**src/rtl/spread_monitor.sv**
```systemverilog
// spread_monitor
//   Samples the running min/max from the min/max tracker, derives the spread
//   (max - min, clamped at 0 when min > max) and drives a debounced,
//   hysteretic alarm. Also keeps the peak spread and a saturating count of
//   alarm entries.
//
// Ports
//   clk         rising-edge clock
//   rst         asynchronous active-high reset
//   minIn       signed running minimum from the tracker
//   maxIn       signed running maximum from the tracker
//   sampleEn    qualifies minIn/maxIn on this edge
//   clear       synchronous clear of peakSpread / alarmCount
//   alarm       debounced alarm flag (registered)
//   spreadOut   spread of the last enabled sample (registered)
//   peakSpread  largest spread since reset or clear
//   alarmCount  number of alarm entries, saturating at 0xFFFF
//
// state    | meaning
// ---------+-----------------------------------------------
// IDLE     | no alarm, no high samples pending
// PEND_ON  | no alarm yet, cnt consecutive high samples seen
// ALARM    | alarm asserted, no low samples pending
// PEND_OFF | alarm asserted, cnt consecutive low samples seen

module spread_monitor #(
  parameter logic [31:0] HIGH_TH = 32'd4,
  parameter logic [31:0] LOW_TH  = 32'd1,
  parameter int unsigned HOLD    = 2
) (
  input  logic               clk,
  input  logic               rst,
  input  logic signed [31:0] minIn,
  input  logic signed [31:0] maxIn,
  input  logic               sampleEn,
  input  logic               clear,
  output logic               alarm,
  output logic        [31:0] spreadOut,
  output logic        [31:0] peakSpread,
  output logic        [15:0] alarmCount
);

  typedef enum logic [1:0] {IDLE, PEND_ON, ALARM, PEND_OFF} state_t;

  localparam logic [7:0] HOLD_C = 8'(HOLD);

  state_t      state;
  logic [7:0]  cnt;
  logic [32:0] diff;
  logic [31:0] spread;
  logic        hi;
  logic        lo;
  logic        cnt_done;
  logic        entry;

  // Sign-extend both operands to 33 bits; bit 32 of the result is the sign.
  assign diff     = {maxIn[31], maxIn} - {minIn[31], minIn};
  assign spread   = diff[32] ? 32'd0 : diff[31:0];
  assign hi       = (spread >= HIGH_TH);
  assign lo       = (spread <= LOW_TH);
  assign cnt_done = ((cnt + 8'd1) == HOLD_C);

  // Alarm entry from IDLE/PEND_ON only; a bounce back from PEND_OFF is not
  // a new entry.
  assign entry = sampleEn && hi &&
                 (((state == IDLE) && (HOLD_C == 8'd1)) ||
                  ((state == PEND_ON) && cnt_done));

  always_ff @(posedge clk or posedge rst) begin
    if (rst) begin
      state      <= IDLE;
      cnt        <= 8'd0;
      alarm      <= 1'b0;
      spreadOut  <= 32'd0;
      peakSpread <= 32'd0;
      alarmCount <= 16'd0;
    end else begin
      if (sampleEn) begin
        spreadOut <= spread;
        case (state)
          IDLE: begin
            if (hi) begin
              if (HOLD_C == 8'd1) begin
                state <= ALARM;
                alarm <= 1'b1;
              end else begin
                state <= PEND_ON;
                cnt   <= 8'd1;
              end
            end
          end
          PEND_ON: begin
            if (!hi) begin
              state <= IDLE;
              cnt   <= 8'd0;
            end else if (cnt_done) begin
              state <= ALARM;
              cnt   <= 8'd0;
              alarm <= 1'b1;
            end else begin
              cnt <= cnt + 8'd1;
            end
          end
          ALARM: begin
            if (lo) begin
              if (HOLD_C == 8'd1) begin
                state <= IDLE;
                alarm <= 1'b0;
              end else begin
                state <= PEND_OFF;
                cnt   <= 8'd1;
              end
            end
          end
          PEND_OFF: begin
            if (!lo) begin
              state <= ALARM;
              cnt   <= 8'd0;
            end else if (cnt_done) begin
              state <= IDLE;
              cnt   <= 8'd0;
              alarm <= 1'b0;
            end else begin
              cnt <= cnt + 8'd1;
            end
          end
          default: begin
            state <= IDLE;
            cnt   <= 8'd0;
            alarm <= 1'b0;
          end
        endcase
      end

      if (clear) begin
        peakSpread <= sampleEn ? spread : 32'd0;
        alarmCount <= entry ? 16'd1 : 16'd0;
      end else begin
        if (sampleEn && (spread > peakSpread))
          peakSpread <= spread;
        if (entry && (alarmCount != 16'hFFFF))
          alarmCount <= alarmCount + 16'd1;
      end
    end
  end

endmodule

```
**config.mk**
```make
export PLATFORM = sky130hd
export DESIGN_NAME = spread_monitor
export DESIGN_NICKNAME = d
export VERILOG_FILES = /design/src/rtl/spread_monitor.sv
export SDC_FILE = /design/constraint.sdc
export NUM_CORES = 1
export LEC_CHECK = 0
export ABC_CLOCK_PERIOD_IN_PS = 2760
export CAP_MARGIN = 10
export CORE_AREA = 5 5 150 152
export DETAILED_ROUTE_END_ITERATION = 12
export DIE_AREA = 0 0 155 157
export PLACE_DENSITY = 0.63
export SLEW_MARGIN = 20
export SYNTH_ARGS = -nofsm -noshare
export SYNTH_HDL_FRONTEND = slang
export SYNTH_SLANG_ARGS = --single-unit
```
**constraint.sdc**
```tcl
create_clock -name clk -period 2.76 [get_ports clk]
set_clock_uncertainty 0.05 [all_clocks]
set_input_delay 0.552 -clock clk [delete_from_list [all_inputs] [get_ports clk]]
set_output_delay 0.552 -clock clk [all_outputs]
set_load 0.02 [all_outputs]
```
==> run summary <==
setup ws final = -2.21 ns
crit-path most repeated cell = a21o_1
fin crit share = 1.80
Final Util = 0.593
simple-gate area share of the yosys netlist = 0.182
GP Congestion = 0.916
setup violators final = 91
crit path buf inv count = 3
Leak = 5.65 nW
area of the mapped netlist = 0.00725 mm²
Mapped Cells = 829
iteration count of the initial detailed-routing pass = 7
status = complete, but fails checks
Synth Net Count = 965
slowest stage cell, crit path = or4_4
Max VDD drop = 0.348 mV
Post-CTS Hold Buffers = 0
port bufs = 148
failing checks = setup timing
slowest stage delay, CP = 0.52 ns
DR vias = 7,907
initial drt markers = 518
Worst Path Max Fanout = 8
setup TNS = -121.35 ns
Max clock buf depth = 2
row count = 53
Die H = 157 µm
R2R setup slack = -0.16 ns
Synth Area in Adders = 0.118
Netlist cell types = 74
flops & latches, synth = 91
first-pass GRT wire length = 40,400 µm
number of antenna diodes = 0
ys async rst share = 1.00
Fmax = 0.201 GHz
CTS HTree Levels = 3
Synth Area in Compound Gates = 0.240
RSZ-0062 raised after global routing = true
Reg clk slew, reported paths = 0.07 ns
nature of the critical path startpoint = input port
chip width = 155 µm
ratio of cells with drive above 1 in the final layout = 0.380
Synthesis Warnings = 0
CTS tree = built
fill cell count = 1,796
CP endpoint kind = flip-flop
Final Hold Vio Count = 0
Post-synth top flop = dfrtp_1
kind of critical path = input port to flip-flop
sequential share of the synthesized area = 0.314
Num CTS Buffers = 9
CTS Sinks = 91
Crit path max-delay family = compound AO/OA/AOI/OAI gates
crit path time final = 4.97 ns
Net count, final = 1,365
largest net degree at the start of global routing = 92
Routed Antenna Nets = 0
worst-margin pin slew = 0.686 ns
routed vias/inst = 5.24
CP Cell Sequence = dlygate4sd2_1 -> ha_4 -> nand4_1 -> nor2_2 -> a22oi_2 -> nand2_2 -> or4_4 -> a41oi_4 -> xnor2_4 -> buf_6 -> nor2_4 -> ha_1 -> a21o_1 -> a21o_1 -> a21o_1 -> a21o_1 -> a21oi_2 -> nor2b_1 -> o21ai_1 -> o21a_1 -> nand3b_1 -> a31oi_4 -> buf_6 -> a22o_1
Remaining DRCs = 0
Slew Viols, Final = 0
clk_lat worst skew = 0.35 ns
Wirelength per Cell = 16.9 µm
Hold WC Path Type = flip-flop to flip-flop
largest family of logic cells by synthesized area = compound AO/OA/AOI/OAI gates
Max-slew headroom = 0.543
area grow syn2layout = 70.8%
PD cells = 616 mW/mm²
via count of the first global-routing pass = 7,970
DP HPWL = 19,300 µm
Root Buffer = clkbuf_16
grt total ovfl = 0
DIE AREA = 0.0243 mm²
Req. time, crit path = 2.99 ns
multiplexer area fraction after synthesis = 0.0568
initial antenna violation count = 0
CP arrival = 5.20 ns
final wirelength = 25,500 µm
Initial Util = 0.347
top-level I/O count = 149
Syn Area/Cell = 8.74 µm²
Tot GR Track Use = 0.203
EDFF count, synth = 0
Core Footprint = 0.0209 mm²
max-cap violation count = 0
Post-Synth XOR/XNOR Area = 0.0216
## sequential cells by signal (all words and copies together) (netlist names)
name	flops
alarmCount	16
state	2
alarm	1
cnt	8
peakSpread	32
spreadOut	32
## final timing paths
path	endpoint	cells after the start	start
max	peakSpread[24]	24	maxIn[23]
max in group asynchronous	spreadOut[2]	3	rst
min	spreadOut[3]	1	spreadOut[3]
min in group asynchronous	alarmCount[12]	3	rst
min reg2reg	spreadOut[3]	1	spreadOut[3]
max reg2reg	alarmCount[13]	12	cnt[0]
## cells in the mapped netlist, types with 10 or more instances
cell type  instances  area [µm²]
nand4_1           18         113
ha_1              67         838
dfrtp_1           91        2280
buf_2             10        50.1
and2_1            13        81.3
xnor2_1           13         114
nand3_1           27         135
o21ai_0           28         140
clkbuf_1          17        63.8
a21oi_1           52         260
and3_1            16         100
mux2_2            33         372
a21o_1            21         158
o21ai_1           18        90.1
nor2_1            52         195
a22o_1            37         324
inv_1             88         330
nand2_1           49         184
nor3_1            21         105
or3_1             17         106
## cell families (layout without fill, tap and decap cells)
kind of cell / after synthesis / after routing
flip-flops: 91 / 91
multiplexers: 37 / 37
AO/OA/AOI/OAI: 242 / 242
XOR/XNOR: 17 / 17
buffers and inverters: 121 / 526
AND/OR/NAND/NOR: 253 / 253
adder cells (fa/ha/maj): 68 / 68
## report_power, final
| group | total [mW] | internal [mW] | switching, mW |
|---|---|---|---|
| combinational | 4.31 | 2.28 | 2.03 |
| sequential | 1.86 | 1.60 | 0.256 |
| clock | 1.45 | 0.890 | 0.564 |
| total | 7.62 | 4.77 | 2.85 |
## timing repair
item,4_1_cts,5_1_grt
pin swaps,79,16
cloned,4,0
gates resized for setup,217,38
setup endpoints to repair,91,91
setup buffers,25,12
## per-stage QoR
step / cell area [µm²] / power, mW / setup WS, ns / instances / hold slack (ns)
after global placement: 10900 / 5.51 / -3.08 / 1457 / 0.439
after detailed placement: 10900 / 5.56 / -3.21 / 1457 / 0.444
after CTS: 12200 / 7.51 / -2.26 / 1499 / 0.461
after floorplan: 7500 / 3.79 / -2.33 / 829 / 0.483
after global routing: 12400 / 8.06 / -2.43 / 1509 / 0.476
final: 12400 / 7.62 / -2.21 / 1509 / 0.463
## per-layer routing
layer / global-route usage / vias up / routed length [µm]
li1: - / 3860 / -
met2: 0.363 / 206 / 12900
met4: 0.0547 / 0 / 377
met5: 0 / - / 0
met3: 0.0335 / 25 / 1150
met1: 0.255 / 3816 / 11100
## placed cells by master (no fill, tap or decap), types with 15 or more instances in the layout
cell type / instances
a21o_1: 21
buf_4: 230
nand2_1: 42
ha_4: 24
or3_1: 15
inv_1: 63
a21oi_1: 42
inv_2: 23
o21ai_1: 19
o21ai_0: 20
mux2_4: 18
nand3_1: 26
mux2_2: 15
dfrtp_1: 91
nand4_1: 18
nor3_1: 17
buf_6: 39
ha_1: 43
clkdlybuf4s50_1: 99
a22o_1: 37
nor2_1: 43
dlygate4sd2_1: 40
## layout make-up
cell class	instances	area [µm²]	share of cell area
multi-input cells	617	5380	0.435
clock buffers	10	229	0.0185
well taps	275	344	0.0278
repair buffers	422	3690	0.298
inverters	88	347	0.0280
clock inverters	6	113	0.00910
flip-flops and latches	91	2280	0.184
## worst reg2reg max path, cell delays in order, from the launching register on
cell and delay (ns):
dfrtp_1 0.35, ha_1 0.23, and3_1 0.19, nand3_1 0.11, xnor2_1 0.16, nor4b_1 0.27
buf_4 0.17, and3_1 0.23, o2111ai_4 0.18, buf_12 0.17, clkbuf_2 0.13, or4_1 0.47
a21oi_1 0.14
Note: power is estimated with default switching activity, not from simulation.
